<file path="config.mk">
export PLATFORM = sky130hd
export DESIGN_NAME = frogger_collision_engine
export DESIGN_NICKNAME = d
export VERILOG_FILES = /design/src/rtl/frogger_pkg.sv /design/src/rtl/frogger_span_check.sv /design/src/rtl/frogger_collision_engine.sv
export SDC_FILE = /design/constraint.sdc
export NUM_CORES = 1
export LEC_CHECK = 0
export ABC_AREA = 1
export CORE_ASPECT_RATIO = 1.4
export CORE_MARGIN = 4
export CORE_UTILIZATION = 30
export DETAILED_ROUTE_END_ITERATION = 16
export PLACE_DENSITY = 0.51
export SLEW_MARGIN = 20
export SYNTH_ARGS = -nofsm -noshare
export SYNTH_HDL_FRONTEND = slang
export SYNTH_HIERARCHICAL = 1
export SYNTH_SLANG_ARGS = --single-unit
</file>
<file path="constraint.sdc">
create_clock -name i_Clk -period 6.97 [get_ports i_Clk]
set_input_delay 1.0455 -clock i_Clk [delete_from_list [all_inputs] [get_ports i_Clk]]
set_output_delay 1.0455 -clock i_Clk [all_outputs]
set_load 0.01 [all_outputs]
</file>
<file path="src/rtl/frogger_pkg.sv">
// Shared definitions for the frogger collision engine: default geometry,
// scan FSM state encoding and the span comparison helper.
package frogger_pkg;

   localparam int DEF_COORD_W     = 6;
   localparam int DEF_CAR_LEN     = 1;
   localparam int DEF_LOG_LEN     = 3;
   localparam int DEF_RIVER_Y_MIN = 1;
   localparam int DEF_RIVER_Y_MAX = 4;

   typedef enum logic [1:0] {
      ST_IDLE     = 2'd0,
      ST_SCAN_CAR = 2'd1,
      ST_SCAN_LOG = 2'd2,
      ST_REPORT   = 2'd3
   } state_t;

   // True when pos lies within [start - margin, start + len - 1 + margin].
   // Written with additions only, in a width far wider than any coordinate,
   // so neither edge of the playfield can wrap around.
   function automatic logic in_span(input logic [31:0] pos,
                                    input logic [31:0] start,
                                    input logic [31:0] len,
                                    input logic [31:0] margin);
      in_span = ((pos + margin) >= start) && (pos < (start + len + margin));
   endfunction

endpackage

</file>
<file path="src/rtl/frogger_span_check.sv">
// Combinational row/range comparator. The same instance serves cars (with a
// hit margin) and logs (no margin); the caller muxes the object in.
module frogger_span_check
   import frogger_pkg::*;
#(
   parameter int COORD_W = DEF_COORD_W
) (
   input  logic [COORD_W-1:0] frog_x,
   input  logic [COORD_W-1:0] frog_y,
   input  logic [COORD_W-1:0] obj_x,
   input  logic [COORD_W-1:0] obj_y,
   input  logic [31:0]        span_len,
   input  logic [31:0]        span_margin,
   output logic               match
);

   assign match = (frog_y == obj_y) &&
                  in_span(32'(frog_x), 32'(obj_x), span_len, span_margin);

endmodule

</file>
<file path="src/rtl/frogger_collision_engine.sv">
// Time-multiplexed frog collision engine: snapshots frog/car/log positions on
// a frame tick, scans one object per clock through a shared span comparator
// and reports car-hit / drown flags with a one-cycle valid pulse.
// Optional macro FROGGER_COLL_STATS_EN adds saturating death/drown counters.
module frogger_collision_engine
   import frogger_pkg::*;
#(
   parameter int NUM_CARS     = 5,
   parameter int NUM_LOGS     = 4,
   parameter int COORD_W      = DEF_COORD_W,
   parameter int CAR_LEN      = DEF_CAR_LEN,
   parameter int LOG_LEN      = DEF_LOG_LEN,
   parameter int HIT_MARGIN   = 1,
   parameter int RIVER_Y_MIN  = DEF_RIVER_Y_MIN,
   parameter int RIVER_Y_MAX  = DEF_RIVER_Y_MAX,
   parameter int GRACE_FRAMES = 8
) (
   input  logic i_Clk,
   input  logic i_Rst_L,
   input  logic i_Frame_Tick,
   input  logic i_Respawn,
   input  logic [COORD_W-1:0] i_Frogger_X,
   input  logic [COORD_W-1:0] i_Frogger_Y,
   input  logic [((NUM_CARS > 0) ? NUM_CARS : 1)*COORD_W-1:0] i_Car_X,
   input  logic [((NUM_CARS > 0) ? NUM_CARS : 1)*COORD_W-1:0] i_Car_Y,
   input  logic [((NUM_LOGS > 0) ? NUM_LOGS : 1)*COORD_W-1:0] i_Log_X,
   input  logic [((NUM_LOGS > 0) ? NUM_LOGS : 1)*COORD_W-1:0] i_Log_Y,
   output logic o_Busy,
   output logic o_Valid,
   output logic o_Collided,
   output logic o_Collided_Log,
   output logic [((NUM_CARS > 1) ? $clog2(NUM_CARS) : 1)-1:0] o_Hit_Idx,
   output logic o_Overrun
`ifdef FROGGER_COLL_STATS_EN
   ,
   output logic [7:0] o_Car_Deaths,
   output logic [7:0] o_Drowns
`endif
);

   localparam int NUM_CARS_A = (NUM_CARS > 0) ? NUM_CARS : 1;
   localparam int NUM_LOGS_A = (NUM_LOGS > 0) ? NUM_LOGS : 1;
   localparam int MAX_OBJ    = (NUM_CARS_A > NUM_LOGS_A) ? NUM_CARS_A : NUM_LOGS_A;
   localparam int CNT_W      = (MAX_OBJ > 1) ? $clog2(MAX_OBJ) : 1;
   localparam int HIT_W      = (NUM_CARS > 1) ? $clog2(NUM_CARS) : 1;
   localparam int GRACE_W    = (GRACE_FRAMES > 0) ? $clog2(GRACE_FRAMES + 1) : 1;

   localparam logic [CNT_W-1:0]   LAST_CAR   = CNT_W'(NUM_CARS_A - 1);
   localparam logic [CNT_W-1:0]   LAST_LOG   = CNT_W'(NUM_LOGS_A - 1);
   localparam logic [GRACE_W-1:0] GRACE_LOAD = GRACE_W'(GRACE_FRAMES);

   state_t state_r;
   state_t state_nxt_s;
   logic [CNT_W-1:0] idx_r;

   logic [COORD_W-1:0] frog_x_r;
   logic [COORD_W-1:0] frog_y_r;
   logic [NUM_CARS_A*COORD_W-1:0] car_x_r;
   logic [NUM_CARS_A*COORD_W-1:0] car_y_r;
   logic [NUM_LOGS_A*COORD_W-1:0] log_x_r;
   logic [NUM_LOGS_A*COORD_W-1:0] log_y_r;

   logic [COORD_W-1:0] sel_x_s;
   logic [COORD_W-1:0] sel_y_s;
   logic [31:0]        sel_len_s;
   logic [31:0]        sel_margin_s;
   logic               match_s;

   logic             car_hit_acc_r;
   logic             log_sup_acc_r;
   logic [HIT_W-1:0] hit_idx_acc_r;
   logic             car_hit_fin_s;
   logic             log_sup_fin_s;
   logic [HIT_W-1:0] hit_idx_fin_s;

   logic [COORD_W-1:0] frog_y_eff_s;
   logic               drown_s;
   logic               start_s;
   logic               enter_report_s;
   logic               rep_car_s;
   logic               rep_drown_s;

   logic [GRACE_W-1:0] grace_r;
   logic               busy_r;
   logic               valid_r;
   logic               collided_r;
   logic               collided_log_r;
   logic [HIT_W-1:0]   hit_idx_r;
   logic               overrun_r;

   assign start_s        = (state_r == ST_IDLE) && i_Frame_Tick;
   assign enter_report_s = (state_nxt_s == ST_REPORT) && (state_r != ST_REPORT);

   // Scan FSM state register.
   always_ff @(posedge i_Clk or negedge i_Rst_L) begin
      if (!i_Rst_L) begin
         state_r <= ST_IDLE;
      end else begin
         state_r <= state_nxt_s;
      end
   end

   // Scan FSM next-state: cars, then logs, then a single report cycle.
   always_comb begin
      state_nxt_s = state_r;
      case (state_r)
         ST_IDLE: begin
            if (i_Frame_Tick) begin
               if (NUM_CARS > 0)      state_nxt_s = ST_SCAN_CAR;
               else if (NUM_LOGS > 0) state_nxt_s = ST_SCAN_LOG;
               else                   state_nxt_s = ST_REPORT;
            end else begin
               state_nxt_s = ST_IDLE;
            end
         end
         ST_SCAN_CAR: begin
            if (idx_r == LAST_CAR) begin
               if (NUM_LOGS > 0) state_nxt_s = ST_SCAN_LOG;
               else              state_nxt_s = ST_REPORT;
            end else begin
               state_nxt_s = ST_SCAN_CAR;
            end
         end
         ST_SCAN_LOG: begin
            if (idx_r == LAST_LOG) state_nxt_s = ST_REPORT;
            else                   state_nxt_s = ST_SCAN_LOG;
         end
         ST_REPORT: state_nxt_s = ST_IDLE;
         default:   state_nxt_s = ST_IDLE;
      endcase
   end

   // Object index: restarts at 0 on every state change, steps while scanning.
   always_ff @(posedge i_Clk or negedge i_Rst_L) begin
      if (!i_Rst_L) begin
         idx_r <= {CNT_W{1'b0}};
      end else if (state_nxt_s != state_r) begin
         idx_r <= {CNT_W{1'b0}};
      end else if ((state_r == ST_SCAN_CAR) || (state_r == ST_SCAN_LOG)) begin
         idx_r <= idx_r + CNT_W'(1);
      end else begin
         idx_r <= {CNT_W{1'b0}};
      end
   end

   // Snapshot of all positions, taken only when a scan starts.
   always_ff @(posedge i_Clk or negedge i_Rst_L) begin
      if (!i_Rst_L) begin
         frog_x_r <= {COORD_W{1'b0}};
         frog_y_r <= {COORD_W{1'b0}};
         car_x_r  <= {(NUM_CARS_A*COORD_W){1'b0}};
         car_y_r  <= {(NUM_CARS_A*COORD_W){1'b0}};
         log_x_r  <= {(NUM_LOGS_A*COORD_W){1'b0}};
         log_y_r  <= {(NUM_LOGS_A*COORD_W){1'b0}};
      end else if (start_s) begin
         frog_x_r <= i_Frogger_X;
         frog_y_r <= i_Frogger_Y;
         car_x_r  <= i_Car_X;
         car_y_r  <= i_Car_Y;
         log_x_r  <= i_Log_X;
         log_y_r  <= i_Log_Y;
      end else begin
         frog_x_r <= frog_x_r;
         frog_y_r <= frog_y_r;
         car_x_r  <= car_x_r;
         car_y_r  <= car_y_r;
         log_x_r  <= log_x_r;
         log_y_r  <= log_y_r;
      end
   end

   // Object mux feeding the shared comparator; car geometry during the car
   // scan, log geometry (no margin) otherwise.
   always_comb begin
      sel_x_s      = {COORD_W{1'b0}};
      sel_y_s      = {COORD_W{1'b0}};
      sel_len_s    = 32'(LOG_LEN);
      sel_margin_s = 32'd0;
      if (state_r == ST_SCAN_CAR) begin
         sel_len_s    = 32'(CAR_LEN);
         sel_margin_s = 32'(HIT_MARGIN);
         for (int k = 0; k < NUM_CARS_A; k++) begin
            sel_x_s = sel_x_s | ((idx_r == CNT_W'(k)) ? car_x_r[k*COORD_W +: COORD_W] : {COORD_W{1'b0}});
            sel_y_s = sel_y_s | ((idx_r == CNT_W'(k)) ? car_y_r[k*COORD_W +: COORD_W] : {COORD_W{1'b0}});
         end
      end else begin
         for (int k = 0; k < NUM_LOGS_A; k++) begin
            sel_x_s = sel_x_s | ((idx_r == CNT_W'(k)) ? log_x_r[k*COORD_W +: COORD_W] : {COORD_W{1'b0}});
            sel_y_s = sel_y_s | ((idx_r == CNT_W'(k)) ? log_y_r[k*COORD_W +: COORD_W] : {COORD_W{1'b0}});
         end
      end
   end

   frogger_span_check #(
      .COORD_W (COORD_W)
   ) u_span_check (
      .frog_x      (frog_x_r),
      .frog_y      (frog_y_r),
      .obj_x       (sel_x_s),
      .obj_y       (sel_y_s),
      .span_len    (sel_len_s),
      .span_margin (sel_margin_s),
      .match       (match_s)
   );

   // Running scan result including the object evaluated this cycle; the first
   // hitting car wins, any supporting log counts.
   always_comb begin
      car_hit_fin_s = car_hit_acc_r;
      hit_idx_fin_s = hit_idx_acc_r;
      log_sup_fin_s = log_sup_acc_r;
      if ((state_r == ST_SCAN_CAR) && match_s && !car_hit_acc_r) begin
         car_hit_fin_s = 1'b1;
         hit_idx_fin_s = HIT_W'(idx_r);
      end else if ((state_r == ST_SCAN_LOG) && match_s) begin
         log_sup_fin_s = 1'b1;
      end else begin
         log_sup_fin_s = log_sup_acc_r;
      end
   end

   // Scan accumulators; held at zero outside an active scan.
   always_ff @(posedge i_Clk or negedge i_Rst_L) begin
      if (!i_Rst_L) begin
         car_hit_acc_r <= 1'b0;
         hit_idx_acc_r <= {HIT_W{1'b0}};
         log_sup_acc_r <= 1'b0;
      end else if ((state_r == ST_IDLE) || (state_r == ST_REPORT)) begin
         car_hit_acc_r <= 1'b0;
         hit_idx_acc_r <= {HIT_W{1'b0}};
         log_sup_acc_r <= 1'b0;
      end else begin
         car_hit_acc_r <= car_hit_fin_s;
         hit_idx_acc_r <= hit_idx_fin_s;
         log_sup_acc_r <= log_sup_fin_s;
      end
   end

   assign frog_y_eff_s = (state_r == ST_IDLE) ? i_Frogger_Y : frog_y_r;
   assign drown_s      = (int'(frog_y_eff_s) >= RIVER_Y_MIN) &&
                         (int'(frog_y_eff_s) <= RIVER_Y_MAX) && !log_sup_fin_s;
   // A respawn on the committing edge, or an active grace count, masks the report.
   assign rep_car_s    = !i_Respawn && (grace_r == {GRACE_W{1'b0}}) && car_hit_fin_s;
   assign rep_drown_s  = !i_Respawn && (grace_r == {GRACE_W{1'b0}}) && drown_s;

   // Registered outputs and grace counter; results commit on entry to REPORT
   // so o_Valid is high during the REPORT cycle.
   always_ff @(posedge i_Clk or negedge i_Rst_L) begin
      if (!i_Rst_L) begin
         busy_r         <= 1'b0;
         valid_r        <= 1'b0;
         overrun_r      <= 1'b0;
         collided_r     <= 1'b0;
         collided_log_r <= 1'b0;
         hit_idx_r      <= {HIT_W{1'b0}};
         grace_r        <= {GRACE_W{1'b0}};
      end else begin
         busy_r    <= (state_nxt_s != ST_IDLE);
         valid_r   <= enter_report_s;
         overrun_r <= i_Frame_Tick && (state_r != ST_IDLE);
         if (enter_report_s) begin
            collided_r     <= rep_car_s;
            collided_log_r <= rep_drown_s;
            if (rep_car_s) hit_idx_r <= hit_idx_fin_s;
            else           hit_idx_r <= hit_idx_r;
            if (i_Respawn)                          grace_r <= GRACE_LOAD;
            else if (grace_r != {GRACE_W{1'b0}})    grace_r <= grace_r - GRACE_W'(1);
            else                                    grace_r <= grace_r;
         end else begin
            collided_r     <= collided_r;
            collided_log_r <= collided_log_r;
            hit_idx_r      <= hit_idx_r;
            if (i_Respawn) grace_r <= GRACE_LOAD;
            else           grace_r <= grace_r;
         end
      end
   end

   assign o_Busy         = busy_r;
   assign o_Valid        = valid_r;
   assign o_Overrun      = overrun_r;
   assign o_Collided     = collided_r;
   assign o_Collided_Log = collided_log_r;
   assign o_Hit_Idx      = hit_idx_r;

`ifdef FROGGER_COLL_STATS_EN
   logic [7:0] car_deaths_r;
   logic [7:0] drowns_r;

   // Saturating counts of reported (post-grace) car deaths and drownings.
   always_ff @(posedge i_Clk or negedge i_Rst_L) begin
      if (!i_Rst_L) begin
         car_deaths_r <= 8'd0;
         drowns_r     <= 8'd0;
      end else begin
         if (enter_report_s && rep_car_s && (car_deaths_r != 8'hFF))
            car_deaths_r <= car_deaths_r + 8'd1;
         else
            car_deaths_r <= car_deaths_r;
         if (enter_report_s && rep_drown_s && (drowns_r != 8'hFF))
            drowns_r <= drowns_r + 8'd1;
         else
            drowns_r <= drowns_r;
      end
   end

   assign o_Car_Deaths = car_deaths_r;
   assign o_Drowns     = drowns_r;
`endif

endmodule

</file>
# [Word-level counts from Yosys, hierarchy flattened]
# Cells that the tools add are included.
[totals] register_bits=142 input_bits=124 out_inout_bits=8
[op_classes] addsub=5 order_cmp=4 n_eq_ne=11 muxes=40 bitwise=14 n_reduce_logical=28
[ops] op="two-way mux 6 bit" n=21
[ops] op="OR 6 bit" n=14
[ops] op="adder 32 x 1 -> 32 bit" n=1
[ops] op=">= comparator 32 x 6 -> 1 bit" n=1
[ops] op="< comparator 6 x 32 -> 1 bit" n=1
[ops] op="two-way mux 4 bit" n=4
[ops] op="logical AND 1 bit" n=13
[ops] op="two-way mux 3 bit" n=4
[ops] op="two-way mux 1 bit" n=8
[ops] op="one-hot mux 2 bit (4 select lines)" n=1
[ops] op="nonzero test 2 bit" n=4
[ops] op="adder 6 x 1 -> 7 bit" n=1
[ops] op="adder 6 x 2 -> 7 bit" n=1
[ops] op="equality test 2 bit, second input constant" n=3
[ops] op="equality test 3 x 2 -> 1 bit, second input constant" n=2
[ops] op="equality test 6 bit" n=1
[ops] op=">= comparator 6 x 1 -> 1 bit, second input constant" n=1
[ops] op="less-or-equal comparator 6 x 3 -> 1 bit, second input constant" n=1
[ops] op="logical NOT 4 bit" n=1
[ops] op="two-way mux 2 bit" n=2
[ops] op="AND reduction 2 bit" n=2
[ops] op="nonzero test 4 bit" n=1
[ops] op="subtractor 4 x 1 -> 4 bit, second input constant" n=1
[ops] op="adder 3 x 1 -> 3 bit, second input constant" n=1
[ops] op="9 further kinds" n=12

# [Depth between registers and ports, before layout]
[logic_depth] depth_word=18 mapped_depth=36 ltp_nobuf=35

# [Hierarchy]
# The synthesis kept the hierarchy.
[modules_own_cells] module="frogger_collision_engine" n_inst=1 cells_each=586 area_each_um2=6458.7
[modules_own_cells] module="frogger_span_check" n_inst=1 cells_each=847 area_each_um2=4444.3

# [Worst setup path after synthesis]
# No wires, ideal clock.
[synth_path] path_kind="reg2reg" from="reg state_r[1]" to="reg collided_log_r, in the netlist o_Collided_Log" t_arrival_ps=4355 required_ps=6905 path_slack_ps=2550 path_stages_with_launch=33 path_buffers=2 path_cell_list="dfrtp_1 -> inv_1 -> ha_1 -> buf_2 -> buf_1 -> a21oi_1 -> nand2_1 -> nor2_1 -> nor2_1 -> inv_1 -> fa_1 -> inv_1 -> ha_1 -> fa_1 -> xnor2_1 -> ha_1 -> a21oi_1 -> nand2_1 -> nand2_1 -> nand2_1 -> nand2_1 -> nand2_1 -> nand3_1 -> nor2_1 -> nand3_1 -> nor2_1 -> nor2_1 -> nand3b_1 -> nand2_1 -> nand3_1 -> a21oi_1 -> nand3_1 -> nand2_1"
[synth_lines] element="start, declared" line_no="frogger_collision_engine.sv:52" rtl="state_t state_r;"
[synth_lines] element="start signal, assigned" line_no="frogger_collision_engine.sv:99" rtl="state_r <= state_nxt_s;"
[synth_lines] element="equality test 2 x 1 -> 1 bit *" line_no="frogger_collision_engine.sv:179" rtl="if (state_r == ST_SCAN_CAR) begin"
[synth_lines] element="two-way mux 1 bit *" line_no="frogger_collision_engine.sv:179"
[synth_lines] element="named net sel_margin_s[0]" line_no="frogger_collision_engine.sv:66" rtl="logic [31:0] sel_margin_s;"
[synth_lines] element="adder 32 x 1 -> 32 bit or adder 6 x 1 -> 7 bit (tied branches)" line_no="frogger_pkg.sv:25" rtl="in_span = ((pos + margin) >= start) && (pos < (start + len + margin));"
[synth_lines] element="< comparator 6 x 32 -> 1 bit or >= comparator 32 x 6 -> 1 bit (tied branches)" line_no="frogger_pkg.sv:25"
[synth_lines] element="logical AND 1 bit *" line_no="frogger_pkg.sv:25"
[synth_lines] element="logical AND 1 bit *" line_no="frogger_span_check.sv:17" rtl="assign match = (frog_y == obj_y) &&"
[synth_lines] element="named net match_s" line_no="frogger_collision_engine.sv:67" rtl="logic match_s;"
[synth_lines] element="logical AND 1 bit, on equally long branches" line_no="frogger_collision_engine.sv:215, frogger_collision_engine.sv:212"
[synth_lines] element="two-way mux 1 bit or logical AND 1 bit (tied branches)" line_no="frogger_collision_engine.sv:215, frogger_collision_engine.sv:212"
[synth_lines] element="two-way mux 1 bit *" line_no="frogger_collision_engine.sv:212" rtl="if ((state_r == ST_SCAN_CAR) && match_s && !car_hit_acc_r) begin"
[synth_lines] element="logical NOT 1 bit *" line_no="frogger_collision_engine.sv:241" rtl="(int'(frog_y_eff_s) <= RIVER_Y_MAX) && !log_sup_fin_s;"
[synth_lines] element="logical AND 1 bit *" line_no="frogger_collision_engine.sv:241"
[synth_lines] element="logical AND 1 bit *" line_no="frogger_collision_engine.sv:244" rtl="assign rep_drown_s = !i_Respawn && (grace_r == {GRACE_W{1'b0}}) && drown_s;"
[synth_lines] element="end signal, assigned" line_no="frogger_collision_engine.sv:263" rtl="collided_log_r <= rep_drown_s;"
[synth_lines] element="end signal, assigned" line_no="frogger_collision_engine.sv:271" rtl="collided_log_r <= collided_log_r;"
[synth_lines] element="end, declared" line_no="frogger_collision_engine.sv:87" rtl="logic collided_log_r;"
# Mark *: on every way through the listed nets, which the timed path passes. The rest lies on a longest branch.
# A chain may end at the register's enable or synchronous reset.

# [Final worst setup path]
[layout_path] from="reg idx_r[0]" to="reg collided_log_r, in the netlist o_Collided_Log"
[layout_via] elab_chain_cells=18
[layout_rtl] element="start, declared" line_no="frogger_collision_engine.sv:54" rtl="logic [CNT_W-1:0] idx_r;"
[layout_rtl] element="start signal, assigned" line_no="frogger_collision_engine.sv:136" rtl="idx_r <= {CNT_W{1'b0}};"
[layout_rtl] element="start signal, assigned" line_no="frogger_collision_engine.sv:138" rtl="idx_r <= {CNT_W{1'b0}};"
[layout_rtl] element="start signal, assigned" line_no="frogger_collision_engine.sv:140" rtl="idx_r <= idx_r + CNT_W'(1);"
[layout_rtl] element="equality test 3 x 1 -> 1 bit or logical NOT 3 bit (tied branches)" line_no="frogger_collision_engine.sv:183, frogger_collision_engine.sv:188"
[layout_rtl] element="two-way mux 6 bit" line_no="frogger_collision_engine.sv:183" rtl="sel_x_s = sel_x_s | ((idx_r == CNT_W'(k)) ? car_x_r[k*COORD_W +: COORD_W] : {COORD_W{1'b0}});"
[layout_rtl] element="OR 6 bit (4 in series)" line_no="frogger_collision_engine.sv:183"
[layout_rtl] element="two-way mux 6 bit *" line_no="frogger_collision_engine.sv:179"
[layout_rtl] element="named net sel_x_s[1]" line_no="frogger_collision_engine.sv:63" rtl="logic [COORD_W-1:0] sel_x_s;"
[layout_rtl] element="adder 6 x 2 -> 7 bit" line_no="frogger_pkg.sv:25"
[layout_rtl] element="adder 32 x 1 -> 32 bit" line_no="frogger_pkg.sv:25"
[layout_rtl] element="< comparator 6 x 32 -> 1 bit" line_no="frogger_pkg.sv:25"
[layout_rtl] element="logical AND 1 bit *" line_no="frogger_pkg.sv:25"
[layout_rtl] element="logical AND 1 bit *" line_no="frogger_span_check.sv:17"
[layout_rtl] element="named net match_s" line_no="frogger_collision_engine.sv:67"
[layout_rtl] element="logical AND 1 bit, on equally long branches" line_no="frogger_collision_engine.sv:215, frogger_collision_engine.sv:212"
[layout_rtl] element="two-way mux 1 bit or logical AND 1 bit (tied branches)" line_no="frogger_collision_engine.sv:215, frogger_collision_engine.sv:212"
[layout_rtl] element="two-way mux 1 bit *" line_no="frogger_collision_engine.sv:212"
[layout_rtl] element="logical NOT 1 bit *" line_no="frogger_collision_engine.sv:241"
[layout_rtl] element="logical AND 1 bit *" line_no="frogger_collision_engine.sv:241"
[layout_rtl] element="logical AND 1 bit *" line_no="frogger_collision_engine.sv:244"
# Marked as above.

==> out/qor.csv <==
metric,value,unit
WP data required,7.28,ns
I/O pin count,132,
CTS tree,done,
Worst setup SP type,flop,
initial core utilization,30.45,%
Slew HR,31.67,%
Leakage,7.071,nW
detailed-route via count,9622,
Clock Tree Buf Depth,2,
DP Area,13340,µm²
die extent in y,233.6,µm
minimum clock period,5.082,ns
Worst Hold Class,flop to flop,
number of max-cap violations,0,
Yosys cell types,46,
Final Hold Viols,0,
Die Wd,169.1,µm
WS Path Type,flop to flop,
Final Max Tran Viols,0,
drt total wl,29660,µm
synthesized area,10900,µm²
hold depth,2,
First-pass DRT Iterations,4,
Antenna Cells,0,
arrival time at the worst endpoint,5.39,ns
number of fill cells in the layout,3786,
hold bufs inserted after CTS,0,
crit end category,flop,
Core ar.,35810,µm²
"Top cell by count, worst path",nand2_1,
GRT Overall Usage,15.36,%
cells on worst reg2reg path,31,
Synth async-reset ratio,100.0,%
vias in the first global route,9637,
share of cells above drive strength 1,10.99,%
final instance area,13960,µm²
GRT overflow,0,
RePlAce Congestion,0.8443,
CP max-delay cell,nor2_2,
CTS sink cnt,142,
RSZ-0062 raised after global routing,no,
cells after synthesis,1433,
Seq cells post-synth,142,
Setup Buffers After CTS,0,
num rows,82,
"antenna viol nets, final",0,
largest net degree at the start of global routing,81,
status,finished clean,
synthesis-to-layout area growth,28.01,%
Fin Setup TNS,0,ns
PostCTS Resize Cnt,0,
pwr dens,353.1,nW/µm²
DRC viols,0,
worst hold slack,0.4778,ns
Peak supply drop,0.0002070,V
CP Max Fanout,12,
Via-to-Cell Ratio,4.356,
H-tree levels,4,
final setup fails,0,
top_reg_cell synth,dfrtp_1,
"EDFF count, synth",0,
crit-path max cell delay,0.53,ns
CTS buffer count,17,
"Core Util, Final",38.98,%
worst skew pair latency,0.42,ns
Root Driver,clkbuf_16,
Total Nets Final,1948,
antenna violations before repair,0,
post-DR wirelength/cell,13.43,µm
synth warn,6,
dpl hpwl,24530,µm
clock slew at reported path FFs,0.06,ns
slew of the pin with the lowest slew margin,1.025,ns
Overall Power,4.929,mW
Initial DRC Count,329,
first-pass GRT wire length,48270,µm
number of buffers added on ports,131,
Peak Freq,196.8,MHz
synthesized area per cell,7.608,µm²
Tcrit/Tclk final,72.92,%
Clock Skews,0.007691,ns
post-synthesis sequential area ratio,32.59,%
die area,39500,µm²
-- report_power, final --
group / leakage, nW / switching (mW) / internal [mW]
registers: 1.70 / 0.229 / 1.19
logic: 5.08 / 1.43 / 1.13
clock network: 0.297 / 0.355 / 0.585
total: 7.07 / 2.01 / 2.91
-- path summary, 6_finish.rpt --
path	from	endpoint	slack, ns
setup / recovery	idx_r[0]$_DFF_PN0_	o_Collided_Log$_DFFE_PN0P_	1.89
hold / removal	grace_r[3]$_DFFE_PN0P_	grace_r[3]$_DFFE_PN0P_	0.48
setup reg to reg	idx_r[0]$_DFF_PN0_	o_Collided_Log$_DFFE_PN0P_	1.89
hold reg to reg	grace_r[3]$_DFFE_PN0P_	grace_r[3]$_DFFE_PN0P_	0.48
max in group asynchronous	i_Rst_L	log_y_r[21]$_DFFE_PN0P_	5.21
min in group asynchronous	i_Rst_L	frog_y_r[0]$_DFFE_PN0P_	0.61
-- per-layer routing --
| metal | vias to the layer above | GRT usage, % | wire length (µm) |
|---|---|---|---|
| met1 | 4368 | 16.88 | 11780 |
| met2 | 158 | 29.73 | 16140 |
| met3 | 46 | 2.201 | 830 |
| met5 | - | 0 | 0 |
| li1 | 5050 | - | - |
| met4 | 0 | 5.336 | 906 |
-- metrics by stage --
step / instances / setup WS (ns)
global route: 2209 / 1.364
global placement: 2177 / 1.986
CTS: 2209 / 1.840
floorplan: 1603 / 2.550
finish: 2209 / 1.888
detailed placement: 2177 / 1.858
-- flip-flops by register name (all words and copies together) (netlist names), 3 cells and up --
register and cells:
log_y_r 24, log_x_r 24, hit_idx_acc_r 3, car_y_r 30, idx_r 3, car_x_r 30, frog_y_r 6, o_Hit_Idx 3
grace_r 4, frog_x_r 6
-- cells by family (layout without fill, tap and decap cells) --
kind of cell | count (synthesis) | count (layout) | share of synthesized area, %
buf+inv | 231 | 375 | 8.538
simple gates | 731 | 731 | 28.79
fa+ha+maj | 90 | 90 | 10.88
other cells | 2 | 172 | 0.06888
mux | 115 | 115 | 11.88
compound gates | 105 | 105 | 5.887
xor+xnor | 17 | 17 | 1.366
flops | 142 | 142 | 32.59
-- final cells by class --
cell class | instances | area (µm²) | area share [%]
repair buffers | 138 | 1369 | 9.807
clock inverters | 12 | 158.9 | 1.139
well taps | 462 | 578.1 | 4.142
clock buffers | 20 | 456.7 | 3.272
inverters | 205 | 774.5 | 5.549
flip-flops and latches | 142 | 3553 | 25.46
multi-input cells | 1230 | 7067 | 50.63
-- critical path: cells and delay by family, from the launching register on --
kind | cells | cell delay (ns)
and+or+nand+nor | 19 | 2.16
AOI/OAI and AO/OA | 2 | 0.30
xor gates and xnor gates | 1 | 0.16
DFF | 1 | 0.42
buffers and inverters | 4 | 0.27
adders and majority gates | 5 | 1.67
-- layout by cell type, fill, tap and decap left out, types with 5 or more instances in the layout --
cell and count:
nor3_2 5, mux2_2 103, dfrtp_1 142, conb_1 172, fa_1 8, nand3_1 99, inv_1 201, a211oi_1 10
clkdlybuf4s50_1 130, nand4_1 18, o21ai_0 17, nand2_2 16, o21bai_1 6, buf_4 6, clkbuf_16 17, nor3_1 15
ha_1 82, a21o_1 5, nand2_1 435, a22o_1 8, nor2_1 105, nand3b_1 10, nor2_2 15, mux2_1 12
xor2_1 11, xnor2_1 6, a21oi_1 48
-- Yosys cell counts (13+ instances only) --
cell type	number	share of area, %
ha_1	82	9.4
buf_2	17	0.78
nand4_1	18	1.0
o21ai_0	17	0.78
dfrtp_1	142	33
mux2_2	103	11
nor2_1	107	3.7
nand2_2	17	0.98
inv_1	201	6.9
nor2_2	13	0.75
nand3_1	99	4.5
nand2_1	435	15
nor3_1	15	0.69
a21oi_1	48	2.2
Power figures use the tool's default switching activity.
